$ cat src/rtl/alu_exec_unit.sv
// Handshaked EX-stage ALU: folds ALUOp/Funct decode into a registered result stage,
// with an iterative shift-add unsigned multiply taking WIDTH cycles.
module alu_exec_unit #(
  parameter int unsigned WIDTH  = 32,
  parameter bit          MUL_EN = 1'b1
) (
  input  logic             Clk,
  input  logic             Reset_L,
  input  logic             InValid,
  output logic             InReady,
  input  logic [1:0]       ALUOp,
  input  logic [5:0]       Funct,
  input  logic [WIDTH-1:0] BusA,
  input  logic [WIDTH-1:0] BusB,
  output logic             OutValid,
  input  logic             OutReady,
  output logic [WIDTH-1:0] Result,
  output logic [3:0]       ALUCtr,
  output logic             Zero,
  output logic             Overflow,
  output logic             Illegal
);

  typedef enum logic [3:0] {
    CTR_AND   = 4'd0,
    CTR_OR    = 4'd1,
    CTR_ADD   = 4'd2,
    CTR_SUB   = 4'd6,
    CTR_SLT   = 4'd7,
    CTR_MULTU = 4'd8,
    CTR_NOR   = 4'd12,
    CTR_ILL   = 4'd15
  } ctr_e;

  typedef enum logic {IDLE, MUL} state_e;

  localparam int unsigned CW = $clog2(WIDTH + 1);

  state_e           state, state_nxt;
  ctr_e             ctr;
  logic [CW-1:0]    cnt;
  logic [WIDTH-1:0] mcand, mplier, acc, acc_step;
  logic [WIDTH-1:0] sum, diff, alu_res;
  logic             alu_ovf, accept, is_mul, mul_done;

  always_comb begin
    ctr = CTR_ILL;
    case (ALUOp)
      2'b00: ctr = CTR_ADD;
      2'b01: ctr = CTR_SUB;
      2'b10: begin
        case (Funct)
          6'b100000: ctr = CTR_ADD;
          6'b100010: ctr = CTR_SUB;
          6'b100100: ctr = CTR_AND;
          6'b100101: ctr = CTR_OR;
          6'b101010: ctr = CTR_SLT;
          6'b100111: ctr = CTR_NOR;
          6'b011001: ctr = MUL_EN ? CTR_MULTU : CTR_ILL;
          default:   ctr = CTR_ILL;
        endcase
      end
      default: ctr = CTR_ILL;
    endcase
  end

  assign sum  = BusA + BusB;
  assign diff = BusA - BusB;

  always_comb begin
    alu_res = '0;
    alu_ovf = 1'b0;
    case (ctr)
      CTR_ADD: begin
        alu_res = sum;
        alu_ovf = (BusA[WIDTH-1] == BusB[WIDTH-1]) && (sum[WIDTH-1] != BusA[WIDTH-1]);
      end
      CTR_SUB: begin
        alu_res = diff;
        alu_ovf = (BusA[WIDTH-1] != BusB[WIDTH-1]) && (diff[WIDTH-1] != BusA[WIDTH-1]);
      end
      CTR_AND: alu_res = BusA & BusB;
      CTR_OR:  alu_res = BusA | BusB;
      CTR_SLT: alu_res = {{(WIDTH-1){1'b0}}, ($signed(BusA) < $signed(BusB))};
      CTR_NOR: alu_res = ~(BusA | BusB);
      default: alu_res = '0;
    endcase
  end

  assign is_mul   = (ctr == CTR_MULTU);
  assign accept   = InValid && InReady;
  assign mul_done = (state == MUL) && (cnt == CW'(1));
  // Final partial product folds straight into Result on the last MUL edge.
  assign acc_step = mplier[0] ? (acc + mcand) : acc;

  always_ff @(posedge Clk or negedge Reset_L) begin
    if (!Reset_L) state <= IDLE;
    else          state <= state_nxt;
  end

  always_comb begin
    state_nxt = state;
    case (state)
      IDLE:    if (accept && is_mul) state_nxt = MUL;
      MUL:     if (mul_done)         state_nxt = IDLE;
      default: state_nxt = IDLE;
    endcase
  end

  always_comb begin
    InReady = (state == IDLE) && (!OutValid || OutReady);
  end

  always_ff @(posedge Clk or negedge Reset_L) begin
    if (!Reset_L) begin
      cnt      <= '0;
      mcand    <= '0;
      mplier   <= '0;
      acc      <= '0;
      OutValid <= 1'b0;
      Result   <= '0;
      ALUCtr   <= '0;
      Zero     <= 1'b0;
      Overflow <= 1'b0;
      Illegal  <= 1'b0;
    end else begin
      if (state == MUL) begin
        acc    <= acc_step;
        mcand  <= mcand << 1;
        mplier <= mplier >> 1;
        cnt    <= cnt - CW'(1);
      end else if (accept && is_mul) begin
        mcand  <= BusA;
        mplier <= BusB;
        acc    <= '0;
        cnt    <= CW'(WIDTH);
      end

      if (mul_done) begin
        OutValid <= 1'b1;
        Result   <= acc_step;
        ALUCtr   <= CTR_MULTU;
        Zero     <= (acc_step == '0);
        Overflow <= 1'b0;
        Illegal  <= 1'b0;
      end else if (accept && !is_mul) begin
        OutValid <= 1'b1;
        Result   <= alu_res;
        ALUCtr   <= ctr;
        Zero     <= (alu_res == '0);
        Overflow <= alu_ovf;
        Illegal  <= (ctr == CTR_ILL);
      end else if (OutValid && OutReady) begin
        OutValid <= 1'b0;
      end
    end
  end

endmodule

$ cat config.mk
export PLATFORM = sky130hd
export DESIGN_NAME = alu_exec_unit
export DESIGN_NICKNAME = d
export VERILOG_FILES = /design/src/rtl/alu_exec_unit.sv
export SDC_FILE = /design/constraint.sdc
export NUM_CORES = 1
export LEC_CHECK = 0
export CORE_MARGIN = 2
export CORE_UTILIZATION = 64
export CTS_CLUSTER_DIAMETER = 100
export DETAILED_ROUTE_END_ITERATION = 10
export PLACE_DENSITY_LB_ADDON = 0.05
export SYNTH_ARGS = -nofsm -noshare
export SYNTH_HDL_FRONTEND = slang
export SYNTH_SLANG_ARGS = --single-unit
$ cat constraint.sdc
create_clock -name Clk -period 7.7 [get_ports Clk]
set_clock_uncertainty 0.05 [all_clocks]
set_input_delay 1.54 -clock Clk [delete_from_list [all_inputs] [get_ports Clk]]
set_output_delay 1.54 -clock Clk [all_outputs]
set_load 0.005 [all_outputs]
==> results of run 1 <==
cell usage in the layout, fill, tap and decap left out, drive strengths merged, types with 21 or more instances in the layout:
master / count
nand3: 46
buf: 21
xnor2: 39
dfrtp: 143
a221oi: 24
a21o: 32
nand2: 126
a21oi: 105
o21ai: 110
nor4: 22
a22oi: 23
o22ai: 66
nor3: 34
clkdlybuf4s50: 115
ha: 130
nor2: 229
inv: 113
registers in the layout (all words and copies together) (netlist names):
register / flops
mcand: 32
acc: 32
cnt: 6
state: 1
Overflow: 1
Illegal: 1
OutValid: 1
mplier: 32
Zero: 1
Result: 32
ALUCtr: 4
critical path, stage by stage:
cell and delay, ns:
clkdlybuf4s50_1 0.59, inv_1 0.14, ha_1 0.32, nor2_1 0.06, o311a_1 0.33, or3_1 0.37
a21oi_1 0.54, o21ai_1 0.36, a21bo_2 0.31, a211o_1 0.32, a21oi_1 0.22, mux2i_1 0.23
nand4b_1 0.14, nor2_1 0.04, a221o_1 0.26
cell families (layout without fill, tap and decap cells):
logic type | after synthesis | count (layout) | share of synthesized area [%]
AND/OR/NAND/NOR | 562 | 562 | 19.8
AO/OA/AOI/OAI | 543 | 543 | 28.1
buffers and inverters | 204 | 275 | 5.97
flip-flops | 143 | 143 | 27.2
adder cells (fa/ha/maj) | 133 | 133 | 12.8
XOR/XNOR | 49 | 49 | 3.27
multiplexers | 33 | 33 | 2.74
final cells by class:
class | count | area (µm²) | area share [%]
clock buffers | 19 | 443 | 2.94
inverters | 107 | 402 | 2.66
well taps | 270 | 338 | 2.24
flip-flops and latches | 143 | 3580 | 23.7
clock inverters | 13 | 224 | 1.48
multi-input cells | 1320 | 8790 | 58.3
repair buffers | 136 | 1310 | 8.70
path summary, 6_finish.rpt:
check | startpoint | endpoint | slack, ns | cells past startpoint
hold / removal | Result[27]$_DFFE_PN0P_ | Result[27]$_DFFE_PN0P_ | 0.43 | 2
setup reg to reg | mcand[6]$_DFFE_PN0P_ | Zero$_DFFE_PN0P_ | 2.88 | 13
max in group asynchronous | Reset_L | mplier[29]$_DFFE_PN0P_ | 5.18 | 2
hold reg to reg | Result[27]$_DFFE_PN0P_ | Result[27]$_DFFE_PN0P_ | 0.43 | 2
setup / recovery | BusB[1] | Zero$_DFFE_PN0P_ | 2.21 | 15
min in group asynchronous | Reset_L | cnt[2]$_DFFE_PN0P_ | 1.11 | 1
metal layers:
layer | GRT usage, % | vias to the layer above | routed length (µm)
met4 | 18.3 | 2 | 2190
li1 | - | 6217 | -
met1 | 58.4 | 6632 | 18300
met5 | 0 | - | 10
met2 | 66.4 | 1095 | 20600
met3 | 13.6 | 224 | 6680
per-stage QoR:
stage          cells  instance area (µm²)  power [mW]  worst slack, ns  util (%)
2_1_floorplan   1667                13100        1.53             3.23         -
3_3_place_gp    1976                14400        1.88             1.87      71.5
3_5_place_dp    1976                14400        1.91             1.89      71.5
4_1_cts         2008                15100        2.88             2.32      74.8
5_1_grt         2008                15100        3.03             2.02      74.8
6_report        2008                15100        2.93             2.21      74.8
power by group through the flow:
| stage | clock network (mW) | registers [mW] | logic (mW) |
|---|---|---|---|
| 3_5_place_dp | 0 | 0.977 | 0.929 |
| 3_3_place_gp | 0 | 0.973 | 0.907 |
| 4_1_cts | 0.972 | 0.966 | 0.941 |
| 6_report | 0.979 | 0.975 | 0.972 |
| 5_1_grt | 0.997 | 0.980 | 1.05 |
| 2_1_floorplan | 0 | 0.936 | 0.594 |
==> summary.md, run 1 <==
| Metric | Value |
|---|---|
| Clock latency on the worst-skew pair | 0.45 ns |
| # Post-CTS Setup Buffers | 0 |
| Die Width | 147 µm |
| RSZ-0062 raised after global routing | no |
| VDD IR-drop max | 0.167 mV |
| CP arrival | 5.76 ns |
| PostCTS Resize Cnt | 0 |
| All-Layer GR Usage | 43.8% |
| Seq/Total Area, Yosys | 27.2% |
| H-tree levels | 4 |
| # diodes | 0 |
| Cell Pwr Density | 194 nW/µm² |
| Worst hold path class | flop to flop |
| Placer congestion estimate | 1.02 |
| Crit share post-route | 71.3% |
| Post-synth ARST share | 100% |
| Required @ worst endpoint | 7.97 ns |
| Gate power share | 33.2% |
| Vias after detailed routing | 14200 |
| Layout Nets | 1934 |
| Global route total overflow | 0 |
| Die height | 147 µm |
| Maximum Capacitance Violations | 0 |
| CTS Buf Count | 17 |
| Internal | 1.85 mW |
| Starting DRT DRC Count | 1772 |
| Initial antenna violation count | 1 |
| Library cells used by synthesis | 87 |
| Yosys top cell by area | dfrtp_1 |
| Largest net degree at the start of global routing | 85 |
| # IOs | 117 |
| Status | completed |
| Slew Viols, Final | 0 |
| Vias per cell | 7.06 |
| Post-synthesis cell count | 1667 |
| Kind of critical path | input port to flop |
| Post-DP HPWL | 35.2 mm |
| Leak | 6.95 nW |
| Residual DRC | 0 |
| Starting Density | 65.1% |
| CTS tree | done |
| Rows | 52 |
| Clk sinks | 143 |
| Wirelength, routed | 47.8 mm |
| CTS Buffer Depth | 2 |
| Die Area | 21700 µm² |
| Main area contributors after synthesis | dfrtp_1, ha_1, nor2_1 |
| Setup crit start kind | input port |
| Clk pin slew, worst setup/hold paths | 0.07 ns |
| Vias in the first global route | 13600 |
| Clock power frac | 33.5% |
| Fin. Hold Viols | 0 |
| Yosys top cell area share | 27.2% |
| #FFs+latches synth | 143 |
| Post-route ant nets | 0 |
| Worst slew margin | 10.1% |
| Top_reg_cell synth | dfrtp_1 |
| Slew @ Worst Pin | 1.34 ns |
| WL/cell | 23.8 µm |
| Filler instances | 1484 |
| Most frequent cell after synthesis | nor2_1 |
| Post-Syn Area | 13100 µm² |
| Crit end category | flop |
| Synth warn | 0 |
| First-pass GRT wire length | 74.5 mm |
| Area of the core | 20200 µm² |
| Flop pwr share | 33.3% |
| CP max FO | 6 |
| Hold_buf cts | 0 |
| Layout cells sized above 1 | 5.41% |
| Syn Area/Cell | 7.88 µm² |
| Final setup violation count | 0 |
| Final hold slack | 0.429 ns |
| EDFF count, synth | 0 |
| Max Freq | 182 MHz |
| Post-Syn Nets | 1876 |
| Root buffer cell | clkbuf_16 |
| Drt first pass iters | 7 |
| Syn-to-layout area delta | 14.9% |
| Sw frac | 36.7% |
| Tmin final | 5.49 ns |
| Sw power | 1.07 mW |
| Commonest cells in the netlist | nor2_1, dfrtp_1, ha_1 |
| Post-route setup TNS | 0 ns |
| I/O Buffers | 116 |
No activity file was read; power rests on OpenSTA's default activity.
==> run 2: changes to the inputs <==
--- a/config.mk
+++ b/config.mk
@@ -6,7 +6,7 @@
 export NUM_CORES = 1
 export LEC_CHECK = 0
 export CORE_MARGIN = 2
-export CORE_UTILIZATION = 64
+export CORE_UTILIZATION = 60
 export CTS_CLUSTER_DIAMETER = 100
 export DETAILED_ROUTE_END_ITERATION = 10
 export PLACE_DENSITY_LB_ADDON = 0.05
==> constraint.sdc (replaced) <==
create_clock -name Clk -period 5.5 [get_ports Clk]
set_clock_uncertainty 0.05 [all_clocks]
set_input_delay 1.1 -clock Clk [delete_from_list [all_inputs] [get_ports Clk]]
set_output_delay 1.1 -clock Clk [all_outputs]
set_load 0.005 [all_outputs]
==> run 2 against run 1 <==
Compared with the run above: core utilization decreased by 4.6 points; die area increased by 6.5%; worst hold slack improved by 0.0068 ns; first-iteration DRC count decreased by 22%; wire length decreased by 4.7%; highest routed layer unchanged; count of clock-buffer cells in the layout unchanged; global-route usage decreased by 5.5 points; non-clock buffer count increased by 17; critical path type unchanged.
==> summary.md, run 2 (synthesized netlist as in run 1, its figures left out) <==
| Metric | Value |
|---|---|
| Slew @ Worst Pin | 1.02 ns (-0.318 ns) |
| Final hold slack | 0.436 ns (+0.00677 ns) |
| Die Width | 152 µm (+3.2%) |
| Hold_buf cts | 0 (unchanged) |
| Crit share post-route | 89.7% |
| Clock latency on the worst-skew pair | 0.44 ns (about the same) |
| Slew Viols, Final | 0 (unchanged) |
| Placed Cells | 2003 (+1.4%) |
| Residual DRC | 0 (unchanged) |
| Crit end category | flop |
| Multi-input logic area | 8790 µm² (unchanged) |
| Max Freq | 203 MHz |
| VDD IR-drop max | 0.217 mV (+30%) |
| # IOs | 117 (unchanged) |
| Setup WS post-layout | 0.569 ns (-1.64 ns) |
| All-Layer GR Usage | 38.3% (-5.5 points) |
| R2r endpoint | Zero$_DFFE_PN0P_ |
| PostCTS Resize Cnt | 0 (unchanged) |
| Worst R2R Start | mcand[0]$_DFFE_PN0P_ |
| Layout cells sized above 1 | 6.32% (+0.92 points) |
| Die height | 152 µm (+3.2%) |
| Die Area | 23100 µm² (+6.5%) |
| Kind of critical path | input port to flop |
| Final setup violation count | 0 (unchanged) |
| Layout Nets | 1951 (+0.88%) |
| Fin. Hold Viols | 0 (unchanged) |
| Global route total overflow | 0 (unchanged) |
| Largest net degree at the start of global routing | 109 (+28%) |
| Wirelength, routed | 45.5 mm (-4.7%) |
| Post-route setup TNS | 0 ns (unchanged) |
| RSZ-0062 raised after global routing | no |
| Filler instances | 1771 (+19%) |
| Most frequent cells in the layout | nor2_1, dfrtp_1, ha_1 |
| Worst reg2reg path depth | 14 (+1) |
| Finished Layout Cells | 2036 (+1.4%) |
| Beginning of the critical path | BusB[0] |
| WL/cell | 22.4 µm (-6.0%) |
| Leak | 7.00 nW (+0.69%) |
| Maximum Capacitance Violations | 0 (unchanged) |
| Vias per cell | 6.72 (-4.8%) |
| Worst hold path class | flop to flop |
| Area of the core | 21600 µm² (+7.2%) |
| R2R setup slack | 1.04 ns (-1.84 ns) |
| Initial antenna violation count | 3 (+2) |
| Root buffer cell | clkbuf_16 |
| I/O Buffers | 116 (unchanged) |
| Rows | 54 (+3.8%) |
| Cell Pwr Density | 259 nW/µm² (+34%) |
| Clk sinks | 143 (unchanged) |
| DP Worst Slack | 0.230 ns (-1.66 ns) |
| Worst slew margin | 32.0% (+22 points) |
| Required @ worst endpoint | 5.83 ns (-2.14 ns) |
| Most common cell after layout, fill and taps aside | nor2_1 |
| Syn-to-layout area delta | 15.6% |
| CTS Buf Count | 17 (unchanged) |
| Setup crit end | Zero$_DFFE_PN0P_ |
| Drt first pass iters | 6 (-1) |
| Status | completed |
| Clk pin slew, worst setup/hold paths | 0.06 ns (about the same) |
| Placer congestion estimate | 1.08 (+5.4%) |
| CTS Buffer Depth | 2 (unchanged) |
| Post-route ant nets | 0 (unchanged) |
| CP arrival | 5.26 ns (-0.50 ns) |
| Setup crit start kind | input port |
| Vias in the first global route | 12900 (-5.4%) |
| Total chip power | 3.93 mW (+34%) |
| Vias after detailed routing | 13700 (-3.5%) |
| Starting Density | 60.7% (-4.4 points) |
| Tmin final | 4.93 ns |
| Starting DRT DRC Count | 1379 (-22%) |
| CP max FO | 6 (unchanged) |
| Area taken by flip-flops and latches | 3580 µm² (unchanged) |
| H-tree levels | 4 (unchanged) |
| CTS tree | done |
| First-pass GRT wire length | 70.8 mm (-5.0%) |
| Post-DP HPWL | 34.2 mm (-2.8%) |
| # Post-CTS Setup Buffers | 0 (unchanged) |
==> run 2: changes by cell type in the layout (fill, tap and decap cells not counted), sizes merged <==
cell and delta:
inv -1, diode +1, clkinvlp +3, buf +17
bufinv -3, clkinv +1
==> run 2: final cells by class <==
| type | instances | share of cell area (%) |
|---|---|---|
| clock inverters | 13 | 1.01 |
| flip-flops and latches | 143 | 23.6 |
| multi-input cells | 1320 | 57.9 |
| repair buffers | 153 | 9.65 |
| clock buffers | 19 | 2.92 |
| diodes | 1 | 0.0165 |
| well taps | 280 | 2.31 |
| inverters | 107 | 2.65 |
==> run 2: how the worst min path moves through the flow <==
stage | slack, ns | cells past startpoint | end | from
after floorplan | 0.41 | 2 | Result[27]$_DFFE_PN0P_ | Result[27]$_DFFE_PN0P_
after global placement | 0.43 | 2 | Result[27]$_DFFE_PN0P_ | Result[27]$_DFFE_PN0P_
after detailed placement | 0.42 | 2 | Result[27]$_DFFE_PN0P_ | Result[27]$_DFFE_PN0P_
after CTS | 0.44 | 2 | Result[27]$_DFFE_PN0P_ | Result[27]$_DFFE_PN0P_
after global routing | 0.47 | 2 | mplier[2]$_DFFE_PN0P_ | mplier[2]$_DFFE_PN0P_
final | 0.44 | 2 | Result[27]$_DFFE_PN0P_ | Result[27]$_DFFE_PN0P_
==> run 2: critical path, cell delays in order <==
cell and delay, ns:
clkdlybuf4s50_1 0.48, ha_1 0.27, fa_1 0.44, a211oi_1 0.42, o41ai_2 0.13, buf_4 0.16, nand3_1 0.14, a31oi_1 0.11
buf_4 0.20, a2111oi_0 0.55, a21oi_1 0.11, xnor2_1 0.21, o22ai_1 0.18, nor4_1 0.32, nand4_1 0.15, nor2_1 0.15
a221o_1 0.12
==> run 2: per-stage QoR <==
step / cell area (µm²) / utilization (%)
3_3_place_gp: 14600 / 67.5
3_5_place_dp: 14600 / 67.5
4_1_cts: 15200 / 70.2
5_1_grt: 15200 / 70.2
2_1_floorplan: 13100 / -
6_report: 15200 / 70.2
==> run 2: routing by layer <==
metal  track usage, %  up-vias  wire (µm)
met4             11.3        4       1230
met2             60.0      818      20100
met3             10.4       96       5360
met1             52.3     6502      18800
met5                0        -         21
li1                 -     6261          -
==> run 2: where the power goes <==
part | internal (mW) | switching, mW | total [mW]
sequential | 1.20 | 0.152 | 1.36
clock | 0.691 | 0.536 | 1.23
combinational | 0.572 | 0.776 | 1.35
total | 2.47 | 1.46 | 3.93
==> run 3: changes to the inputs <==
--- a/config.mk
+++ b/config.mk
@@ -6,7 +6,8 @@
 export NUM_CORES = 1
 export LEC_CHECK = 0
 export CORE_MARGIN = 2
-export CORE_UTILIZATION = 60
+export CORE_UTILIZATION = 61
+export CTS_BUF_LIST = sky130_fd_sc_hd__clkbuf_8
 export CTS_CLUSTER_DIAMETER = 100
 export DETAILED_ROUTE_END_ITERATION = 10
 export PLACE_DENSITY_LB_ADDON = 0.05
==> run 3 against run 2 <==
Compared with the run above: combinational power barely moved; global-route usage rose by 2.7 points; final cell count fell by 0.44%; register-to-register slack got worse by 0.16 ns; worst hold slack improved by 0.025 ns; die area fell by 1.6%; sequential cell count did not move; largest power group is now combinational logic.
==> summary.md, run 3 (synthesized netlist as in run 1, its figures left out) <==
| Metric | Value |
|---|---|
| Status | completed |
| Cell Pwr Density | 240 nW/µm² (-7.5%) |
| Post-DP HPWL | 35.7 mm (+4.4%) |
| Internal | 2.11 mW (-14%) |
| Worst hold path class | flop to flop |
| VDD IR-drop max | 0.129 mV (-40%) |
| Drt first pass iters | 10 (+4) |
| Placer congestion estimate | 1.04 (-3.2%) |
| Area of the core | 21100 µm² (-2.5%) |
| Die Area | 22700 µm² (-1.6%) |
| Tmin final | 4.92 ns (-0.00608 ns) |
| Rows | 53 (-1.9%) |
| CTS Buffer Depth | 2 (unchanged) |
| Crit end category | flop |
| Starting Density | 62.3% (+1.5 points) |
| Fin. Hold Viols | 0 (unchanged) |
| CP max FO | 9 (+3) |
| Sw power | 1.46 mW (-0.12%) |
| Total chip power | 3.57 mW (-9.1%) |
| Clk pin slew, worst setup/hold paths | 0.09 ns (+0.03 ns) |
| RSZ-0062 raised after global routing | no |
| Maximum Capacitance Violations | 0 (unchanged) |
| Largest net degree at the start of global routing | 105 (-3.7%) |
| # Post-CTS Setup Buffers | 0 (unchanged) |
| Kind of critical path | input port to flop |
| Required @ worst endpoint | 5.82 ns (about the same) |
| H-tree levels | 4 (unchanged) |
| Hold_buf cts | 0 (unchanged) |
| Setup crit start kind | input port |
| Initial antenna violation count | 0 (-3) |
| Final hold slack | 0.461 ns (+0.0249 ns) |
| First-pass GRT wire length | 71.6 mm (+1.2%) |
| Vias per cell | 6.83 (+1.6%) |
| Crit share post-route | 89.5% (-0.11 points) |
| Root buffer cell | clkbuf_8 |
| Die Width | 151 µm (-0.80%) |
| Hold-critical path depth | 2 (unchanged) |
| Layout cells sized above 1 | 6.22% (-0.10 points) |
| Clk sinks | 143 (unchanged) |
| WL/cell | 23.1 µm (+3.2%) |
| CP arrival | 5.24 ns (-0.02 ns) |
| Residual DRC | 0 (unchanged) |
| Clock power frac | 23.9% (-7.3 points) |
| Leak | 6.88 nW (-1.7%) |
| Post-route ant nets | 0 (unchanged) |
| Worst reg2reg path depth | 14 (unchanged) |
| Most frequent cells in the layout | nor2_1, dfrtp_1, ha_1 |
| Starting DRT DRC Count | 1839 (+33%) |
| Global route total overflow | 0 (unchanged) |
| Max Freq | 203 MHz (+0.12%) |
| Vias in the first global route | 13100 (+1.7%) |
| # IOs | 117 (unchanged) |
| All-Layer GR Usage | 41.1% (+2.7 points) |
| Slew Viols, Final | 0 (unchanged) |
| Sw frac | 40.9% (+3.7 points) |
| PostCTS Resize Cnt | 0 (unchanged) |
| Slew @ Worst Pin | 1.01 ns (-0.00704 ns) |
| I/O Buffers | 116 (unchanged) |
| Clock latency on the worst-skew pair | 0.49 ns (+0.05 ns) |
| Wirelength, routed | 46.8 mm (+2.8%) |
| Post-route setup TNS | 0 ns (unchanged) |
| CTS tree | done |
| Most common cell after layout, fill and taps aside | nor2_1 |
| Final setup violation count | 0 (unchanged) |
| # diodes | 0 (-1) |
| Flop pwr share | 37.9% (+3.4 points) |
| Vias after detailed routing | 13800 (+1.2%) |
| Layout Nets | 1948 (-0.15%) |
| Worst slew margin | 32.5% (+0.47 points) |
| Syn-to-layout area delta | 13.6% |
| Die height | 151 µm (-0.80%) |
| CTS Buf Count | 17 (unchanged) |
| Gate power share | 38.2% (+3.9 points) |
## run 3: area by class of cell
| cell class | count | area, µm² |
|---|---|---|
| well taps | 275 | 344 |
| repair buffers | 150 | 1430 |
| clock inverters | 14 | 123 |
| clock buffers | 18 | 248 |
| flip-flops and latches | 143 | 3580 |
| multi-input cells | 1320 | 8790 |
| inverters | 107 | 402 |
| fillers | 1684 | 6170 |
## run 3: per-layer routing
layer | share of wire (%) | global-route usage [%] | vias to the layer above
met3 | 12 | 9.03 | 131
met2 | 43 | 63.2 | 915
met4 | 3.0 | 12.0 | 0
met1 | 42 | 58.0 | 6548
met5 | 0 | 0 | -
li1 | - | - | 6245
## run 3: power groups by stage
stage | Combinational, mW | Clock [mW] | Sequential, mW
after floorplan | 0.832 | 0 | 1.31
after global placement | 1.28 | 0 | 1.36
after detailed placement | 1.32 | 0 | 1.37
after CTS | 1.33 | 0.841 | 1.35
after global routing | 1.47 | 0.880 | 1.37
final | 1.37 | 0.853 | 1.35
## run 3: worst paths after layout
| path | endpoint | slack, ns | from |
|---|---|---|---|
| setup / recovery | Zero$_DFFE_PN0P_ | 0.58 | BusA[9] |
| hold / removal | Result[27]$_DFFE_PN0P_ | 0.46 | Result[27]$_DFFE_PN0P_ |
| setup reg to reg | Zero$_DFFE_PN0P_ | 0.88 | mcand[0]$_DFFE_PN0P_ |
| hold reg to reg | Result[27]$_DFFE_PN0P_ | 0.46 | Result[27]$_DFFE_PN0P_ |
| max in group asynchronous | ALUCtr[0]$_DFFE_PN0P_ | 3.60 | Reset_L |
| min in group asynchronous | acc[1]$_DFFE_PN0P_ | 0.69 | Reset_L |
## run 3: critical path: stages
cell and delay (ns):
clkdlybuf4s50_1 0.53, inv_1 0.06, ha_1 0.45, inv_1 0.16, a21oi_1 0.24, o311ai_0 0.32, o21ai_0 0.72, nand4_1 0.18
nand3_1 0.22, nor4_1 0.09, o41ai_1 0.61, nor4_1 0.11, nand4_1 0.13, nor2_1 0.06, a221o_1 0.25
## run 3: metrics by stage
step | worst slack, ns | std cells | instance area [µm²] | utilization, %
4_1_cts | 0.722 | 2027 | 14900 | 70.7
6_report | 0.575 | 2027 | 14900 | 70.7
2_1_floorplan | 1.47 | 1667 | 13100 | -
3_5_place_dp | 0.231 | 1995 | 14500 | 69.0
5_1_grt | 0.383 | 2027 | 14900 | 70.7
3_3_place_gp | 0.210 | 1995 | 14500 | 69.0
